--- src/rtl/dmem_arb_pkg.sv ---
// Shared types and constants for the data-memory arbiter.
package dmem_arb_pkg;

  localparam int DMEM_ADDR_W = 5;
  localparam int DMEM_DATA_W = 8;

  // Requester indices
  localparam logic REQ_CPU = 1'b0;
  localparam logic REQ_DBG = 1'b1;

  typedef enum logic [1:0] {
    IDLE = 2'd0,
    ACC  = 2'd1,
    DONE = 2'd2
  } arb_state_e;

endpackage

--- src/rtl/rr_pick2.sv ---
// Two-way round-robin pick: a lone request wins outright, a conflict goes
// to the requester that did not win last time.
module rr_pick2
  import dmem_arb_pkg::*;
(
  input  logic req0,
  input  logic req1,
  input  logic last_grant,
  output logic valid,
  output logic winner
);

  // Select the winner from the current requests and the previous grant
  always_comb begin
    valid  = req0 | req1;
    winner = REQ_CPU;
    if (req0 && req1) begin
      winner = ~last_grant;
    end else if (req1) begin
      winner = REQ_DBG;
    end else begin
      winner = REQ_CPU;
    end
  end

endmodule

--- src/rtl/dmem_arbiter.sv ---
// Round-robin arbiter and access sequencer for the single-port 32x8 data
// memory. Each grant runs IDLE -> ACC -> DONE; the memory strobes, address
// and write data are all registered so the memory sees clean signals.
module dmem_arbiter
  import dmem_arb_pkg::*;
#(
  parameter int ADDR_W = DMEM_ADDR_W,
  parameter int DATA_W = DMEM_DATA_W
) (
  input  logic              clk,
  input  logic              rst,
  input  logic              req0,
  input  logic              we0,
  input  logic [ADDR_W-1:0] adr0,
  input  logic [DATA_W-1:0] wdata0,
  output logic              ack0,
  output logic [DATA_W-1:0] rdata0,
  input  logic              req1,
  input  logic              we1,
  input  logic [ADDR_W-1:0] adr1,
  input  logic [DATA_W-1:0] wdata1,
  output logic              ack1,
  output logic [DATA_W-1:0] rdata1,
  output logic              Mem_read,
  output logic              Mem_write,
  output logic [ADDR_W-1:0] Adr,
  output logic [DATA_W-1:0] Mem_in,
  input  logic [DATA_W-1:0] Mem_out
);

  arb_state_e        state_r;
  arb_state_e        next_state_s;
  logic              grant_s;
  logic              pick_valid_s;
  logic              pick_winner_s;
  logic              last_grant_r;
  logic              cmd_sel_r;
  logic              cmd_we_r;
  logic              sel_we_s;
  logic [ADDR_W-1:0] sel_adr_s;
  logic [DATA_W-1:0] sel_wdata_s;

  rr_pick2 u_pick (
    .req0       (req0),
    .req1       (req1),
    .last_grant (last_grant_r),
    .valid      (pick_valid_s),
    .winner     (pick_winner_s)
  );

  // Next-state logic; requests are only looked at in IDLE
  always_comb begin
    next_state_s = state_r;
    grant_s      = 1'b0;
    case (state_r)
      IDLE: begin
        if (pick_valid_s) begin
          next_state_s = ACC;
          grant_s      = 1'b1;
        end else begin
          next_state_s = IDLE;
        end
      end
      ACC:     next_state_s = DONE;
      DONE:    next_state_s = IDLE;
      default: next_state_s = IDLE;
    endcase
  end

  // Route the winning requester's command fields
  always_comb begin
    if (pick_winner_s == REQ_DBG) begin
      sel_we_s    = we1;
      sel_adr_s   = adr1;
      sel_wdata_s = wdata1;
    end else begin
      sel_we_s    = we0;
      sel_adr_s   = adr0;
      sel_wdata_s = wdata0;
    end
  end

  // FSM state register
  always_ff @(posedge clk or negedge rst) begin
    if (!rst) begin
      state_r <= IDLE;
    end else begin
      state_r <= next_state_s;
    end
  end

  // Command register; Adr and Mem_in hold their last command between accesses
  always_ff @(posedge clk or negedge rst) begin
    if (!rst) begin
      cmd_sel_r    <= REQ_CPU;
      cmd_we_r     <= 1'b0;
      Adr          <= {ADDR_W{1'b0}};
      Mem_in       <= {DATA_W{1'b0}};
      last_grant_r <= REQ_DBG;
    end else if (grant_s) begin
      cmd_sel_r    <= pick_winner_s;
      cmd_we_r     <= sel_we_s;
      Adr          <= sel_adr_s;
      Mem_in       <= sel_wdata_s;
      last_grant_r <= pick_winner_s;
    end else begin
      cmd_sel_r    <= cmd_sel_r;
      cmd_we_r     <= cmd_we_r;
      Adr          <= Adr;
      Mem_in       <= Mem_in;
      last_grant_r <= last_grant_r;
    end
  end

  // Memory strobes are high exactly while the FSM sits in ACC
  always_ff @(posedge clk or negedge rst) begin
    if (!rst) begin
      Mem_read  <= 1'b0;
      Mem_write <= 1'b0;
    end else begin
      Mem_read  <= grant_s & ~sel_we_s;
      Mem_write <= grant_s & sel_we_s;
    end
  end

  // Completion pulse for the served requester, high during DONE only
  always_ff @(posedge clk or negedge rst) begin
    if (!rst) begin
      ack0 <= 1'b0;
      ack1 <= 1'b0;
    end else begin
      ack0 <= (state_r == ACC) && (cmd_sel_r == REQ_CPU);
      ack1 <= (state_r == ACC) && (cmd_sel_r == REQ_DBG);
    end
  end

  // Capture read data for the served requester at the end of a read access
  always_ff @(posedge clk or negedge rst) begin
    if (!rst) begin
      rdata0 <= {DATA_W{1'b0}};
      rdata1 <= {DATA_W{1'b0}};
    end else if ((state_r == ACC) && !cmd_we_r) begin
      if (cmd_sel_r == REQ_DBG) begin
        rdata1 <= Mem_out;
      end else begin
        rdata0 <= Mem_out;
      end
    end else begin
      rdata0 <= rdata0;
      rdata1 <= rdata1;
    end
  end

endmodule

--- config.mk ---
export PLATFORM = sky130hd
export DESIGN_NAME = dmem_arbiter
export DESIGN_NICKNAME = d
export VERILOG_FILES = /design/src/rtl/dmem_arb_pkg.sv /design/src/rtl/rr_pick2.sv /design/src/rtl/dmem_arbiter.sv
export SDC_FILE = /design/constraint.sdc
export NUM_CORES = 1
export LEC_CHECK = 0
export CAP_MARGIN = 15
export CORE_UTILIZATION = 41
export DETAILED_ROUTE_END_ITERATION = 16
export GPL_TIMING_DRIVEN = 0
export PLACE_DENSITY = 0.77
export SYNTH_ARGS = -nofsm -noshare
export SYNTH_HDL_FRONTEND = slang
export SYNTH_SLANG_ARGS = --single-unit
--- constraint.sdc ---
create_clock -name clk -period 1.8 [get_ports clk]
set_input_delay 0.36 -clock clk [delete_from_list [all_inputs] [get_ports clk]]
set_output_delay 0.36 -clock clk [all_outputs]
set_load 0.01 [all_outputs]
Word-level counts from Yosys, hierarchy flattened
Index checks and enable logic that the tools add are counted.
{ "word_totals": {"regBits": 38, "inputBits": 40, "output_inout_bits": 33, "word_cells": 36} }
{ "op_classes": {"n_eq_ne": 1, "n_mux": 9, "n_bitwise": 6, "n_reduce_logical": 8} }
{ "op_table": {"columns": ["operator", "n"], "rows": [
  ["$mux 8", 1],
  ["$mux 1", 6],
  ["$mux 5", 1],
  ["$logic_and 1x1->1", 4],
  ["$pmux 2 s2", 1],
  ["$reduce_and 2->1", 2],
  ["$not 1->1", 3],
  ["$and 1x1->1", 2],
  ["$eq 2x1->1 const B", 1],
  ["$logic_not 2->1", 1],
  ["$logic_not 1->1", 1],
  ["$or 1x1->1", 1]
]} }

Longest topological paths before layout
{ "depth": {"ltp_word": 5, "ltp_mapped": 6, "mapped_depth_nobuf": 4} }

Modules after synthesis
From an unflattened synthesis, not the netlist that was laid out.
{ "unflattened": {"cells_unflattened": 100, "area_unflattened_um2": 1599.0} }
{ "modules_own_cells": {"columns": ["module", "n_inst", "cells_per_inst", "area_each_um2", "seq_area_each_um2"], "rows": [
  ["dmem_arbiter", 1, 98, 1585.3, 952.2],
  ["rr_pick2", 1, 2, 13.8, 0.0]
]} }

Least setup slack after synthesis
OpenSTA, ideal clock, no wires.
{ "synth_path": {"path_type": "flip-flop to flip-flop", "from": "register state_r[1]", "to": "register rdata1[0]", "setup_ns": 0.125, "t_arrival_ns": 1.161, "t_required_ns": 1.675, "path_slack_ns": 0.514, "path_stages_with_launch": 5, "n_path_buf": 1, "synth_period_minus_slack_ns": 1.286, "cell_sequence": "dfrtp_1 and3b_1 nor2b_4 buf_12 mux2_4"} }
{ "synth_via": {"elab_chain_len": 3} }
{ "synth_rtl": {"columns": ["item", "line_no", "source"], "rows": [
  ["start, declared", "dmem_arbiter.sv:31", "arb_state_e state_r;"],
  ["start signal, assigned", "dmem_arbiter.sv:88", "state_r <= next_state_s;"],
  ["$eq 2x1->1", "dmem_arbiter.sv:142", "end else if ((state_r == ACC) && !cmd_we_r) begin"],
  ["$logic_and 1x1->1", "dmem_arbiter.sv:142", null],
  ["$reduce_and 2->1 (no source line)", null, null],
  ["end signal, assigned", "dmem_arbiter.sv:141", "rdata1 <= {DATA_W{1'b0}};"],
  ["end signal, assigned", "dmem_arbiter.sv:144", "rdata1 <= Mem_out;"],
  ["end signal, assigned", "dmem_arbiter.sv:150", "rdata1 <= rdata1;"],
  ["end, declared", "dmem_arbiter.sv:23", "output logic [DATA_W-1:0] rdata1,"]
]} }
No other way between the ends.
A chain may end at the register's enable or synchronous reset.

Worst setup path after layout
{ "layout_path": {"from": "register Mem_in[5]", "to": "output Mem_in[5]"} }
{ "layout_lines": {"columns": ["item", "line_no", "source"], "rows": [
  ["start, declared", "dmem_arbiter.sv:27", "output logic [DATA_W-1:0] Mem_in,"],
  ["start signal, assigned", "dmem_arbiter.sv:98", "Mem_in <= {DATA_W{1'b0}};"],
  ["start signal, assigned", "dmem_arbiter.sv:104", "Mem_in <= sel_wdata_s;"],
  ["start signal, assigned", "dmem_arbiter.sv:110", "Mem_in <= Mem_in;"]
]} }
No word-level cell between the ends.

==> flow_metrics.py <==
metrics = {
    "clock_network": {
        "post_cts_buffers": 0,
        "clock-sinks": 38,
        "cts_root_buf": "clkbuf_8",
        "cts_inserted_buffers": 5,
        "path_clk_slew_ns": 0.07,
        "worstSkewPairLatency_ns": 0.28,
        "cts_max_level": 2,
        "hold_buffers": 0,
        "cts_resized": 0,
        "clock_path_buffers": 2,
        "cts_tree": "done",
    },
    "synth": {
        "ys.flop_type": "dfrtp_1",
        "synthTopCellsByCount": "dfrtp_1, nand2_1, a21oi_1, a31oi_1",
        "synth_adder_area_share_pct": 0,
        "ys_ff_latch": 38,
        "yosysTopAreaCellShare_pct": 57.3,
        "yosys.area_share.simple_pct": 11.3,
        "syn_avg_cell_area_um2": 12.2,
        "syn_area_mm2": 0.00162,
        "synth_most_common_cell": "dfrtp_1",
        "synthMuxAreaShare_pct": 13.6,
        "synth_seq_area_share_pct": 58.9,
        "synth_edf_count": 0,
        "synth_top_area_cell": "dfrtp_1",
        "ys_async_sr_fraction_pct": 100,
        "syn_inst": 133,
        "synth_top_family_by_area": "multiplexers",
        "ys_types": 25,
        "yosysWarningCount": 0,
        "synth_compound_area_share_pct": 12.2,
        "synthXorXnorAreaFrac_pct": 0,
        "syn_nets": 173,
        "synth_area_leaders": "dfrtp_1, mux2_4, nand2_1",
    },
    "worst_setup_path": {
        "cp_cell_sequence": "clkdlybuf4s50_1",
        "rrSetupSlack_ns": 0.39,
        "slowest_delay_ns": 0.57,
        "critPathCaptureType": "output port",
        "path_class": "reg -> out",
        "crit_family": "buffers and inverters",
        "cp_max_fo": 2,
        "crit_buf_inv": 1,
        "cp.required_ns": 1.44,
        "cp.arrival_ns": 1.22,
        "crit_slowest_cell": "clkdlybuf4s50_1",
        "critPathLaunchType": "flip-flop",
    },
    "final_layout": {
        "nets": 252,
        "fin_area_mm2": 0.00248,
        "drive_gt1_share_pct": 18.8,
        "final_core_util_pct": 66.8,
        "syn2layout_area_growth_pct": 53.6,
        "antennaDiodeCount": 0,
        "seqCellArea_um2": 952,
        "multiInputGateArea_um2": 601,
        "fill_cells": 304,
    },
    "job": {
        "maxCapViolations": 0,
    },
    "sta": {
        "period_needed_ns": 1.58,
        "fmax_ghz": 0.633,
        "fin_tns_setup_ns": 0,
        "max_slew_margin_pct": 45.5,
        "rsz0062_at_grt": "no",
        "hold_viol": 0,
        "fin_ws_ns": 0.221,
        "slew_viol_final": 0,
        "setup_violations": 0,
        "tightest_slew_ns": 0.818,
        "final.setup_skew_ns": 0.00797,
        "period_share_pct": 87.7,
        "holdWs_ns": 0.173,
    },
    "routing": {
        "dr.max_layer_used": "met4",
        "wl_met1_um": 1550,
        "ant_nets": 0,
        "wl_um": 3760,
        "drt_iter0_drc": 41,
        "drc": 0,
        "routed-via-count": 1317,
        "route.met3.wl_um": 275,
        "routed-wl-met2_um": 1880,
        "drt-pass1-iter-count": 4,
        "post_drt_wl_per_cell_um": 14.4,
        "via_per_inst": 5.05,
    },
    "floorplan": {
        "num_io_pins": 73,
        "initial_core_util_pct": 43.5,
        "rows": 22,
        "die_x_um": 64.8,
        "die_h_um": 64.8,
        "core_area_mm2": 0.00372,
        "die_area_mm2": 0.00420,
    },
    "outcome": {
        "run_status": "finished, final reports clean",
    },
    "placement": {
        "place_area_mm2": 0.00239,
        "io_buffers": 72,
        "dp_worst_setup_slack_ns": -0.0209,
        "gp_congestion": 0.723,
        "dp_hpwl_um": 2850,
    },
    "power": {
        "p_clk_share_pct": 14.4,
        "seqPwrFrac_pct": 38.2,
        "ir_drop_uv": 667,
        "leakage_nw": 1.06,
        "power.switching_w": 0.00133,
        "p_per_area_mw_per_mm2": 1640,
        "combPwrFrac_pct": 47.4,
        "p_sw_share_pct": 32.8,
        "p_int_w": 0.00273,
    },
    "min_path": {
        "hold_path.class": "in -> async",
    },
    "global_routing": {
        "grt_overflow": 0,
        "grt_pass1_wl_um": 6020,
        "antenna_found_initial": 0,
        "grt_max_degree": 39,
        "grt_pass1_vias": 1403,
        "grt.total_usage_pct": 19.3,
    },
}
==> sequential cells by signal (all words and copies together) (netlist names) <==
name and count:
Adr 5, Mem_in 8, Mem_read 1, Mem_write 1, ack0 1, ack1 1, cmd_sel_r 1, cmd_we_r 1
last_grant_r 1, rdata0 8, rdata1 8, state_r 2
==> power groups by stage <==
stage	clock [W]	combinational, W	sequential (W)
after floorplan	0	0.000789	0.00170
after global placement	0	0.00191	0.00153
after detailed placement	0	0.00194	0.00156
after CTS	0.000607	0.00195	0.00155
after global routing	0.000648	0.00209	0.00160
final	0.000584	0.00193	0.00155
==> path summary, 6_finish.rpt <==
check | from | to | depth (start not counted)
worst max-delay path | Mem_in[5] | Mem_in[5] | 1
worst min-delay path | rst | rdata1[4] | 1
worst max register to register | state_r[0] | Adr[0] | 5
worst min register to register | rdata0[0] | rdata0[0] | 1
max in group asynchronous | rst | Mem_write | 1
min in group clk | rdata0[0] | rdata0[0] | 1
==> cell type report <==
type	instances	area share, %
timing repair buffer	72	28.8
clock buffer	7	3.48
tap	48	2.42
buffer	7	2.27
inverter	2	0.302
clock inverter	1	0.202
multi-input combinational	86	24.2
sequential	38	38.3
==> metrics by stage <==
| stage | total power (W) | cells |
|---|---|---|
| after floorplan | 0.00249 | 133 |
| after global placement | 0.00344 | 253 |
| after detailed placement | 0.00351 | 253 |
| after CTS | 0.00411 | 261 |
| after global routing | 0.00434 | 261 |
| final | 0.00407 | 261 |
==> cell usage in the layout (no fill, tap or decap), types with 2 or more instances in the layout <==
cell type / count
a21oi_1: 16
a31oi_1: 14
buf_2: 6
clkbuf_8: 6
clkdlybuf4s50_1: 71
dfrtp_1: 37
mux2_2: 8
mux2_4: 8
nand2_1: 26
nor2_1: 2
==> cell families after synthesis <==
| kind of cell | count (synthesis) |
|---|---|
| AND/OR/NAND/NOR | 36 |
| multiplexers | 17 |
| flip-flops | 38 |
| buffers and inverters | 9 |
| AO/OA/AOI/OAI | 33 |
==> metal layers <==
metal / track usage (%) / up-vias
met5: 0 / -
li1: - / 619
met2: 35.0 / 57
met4: 7.50 / 0
met3: 6.16 / 5
met1: 20.6 / 636
Note: power is estimated with default switching activity, not from simulation.
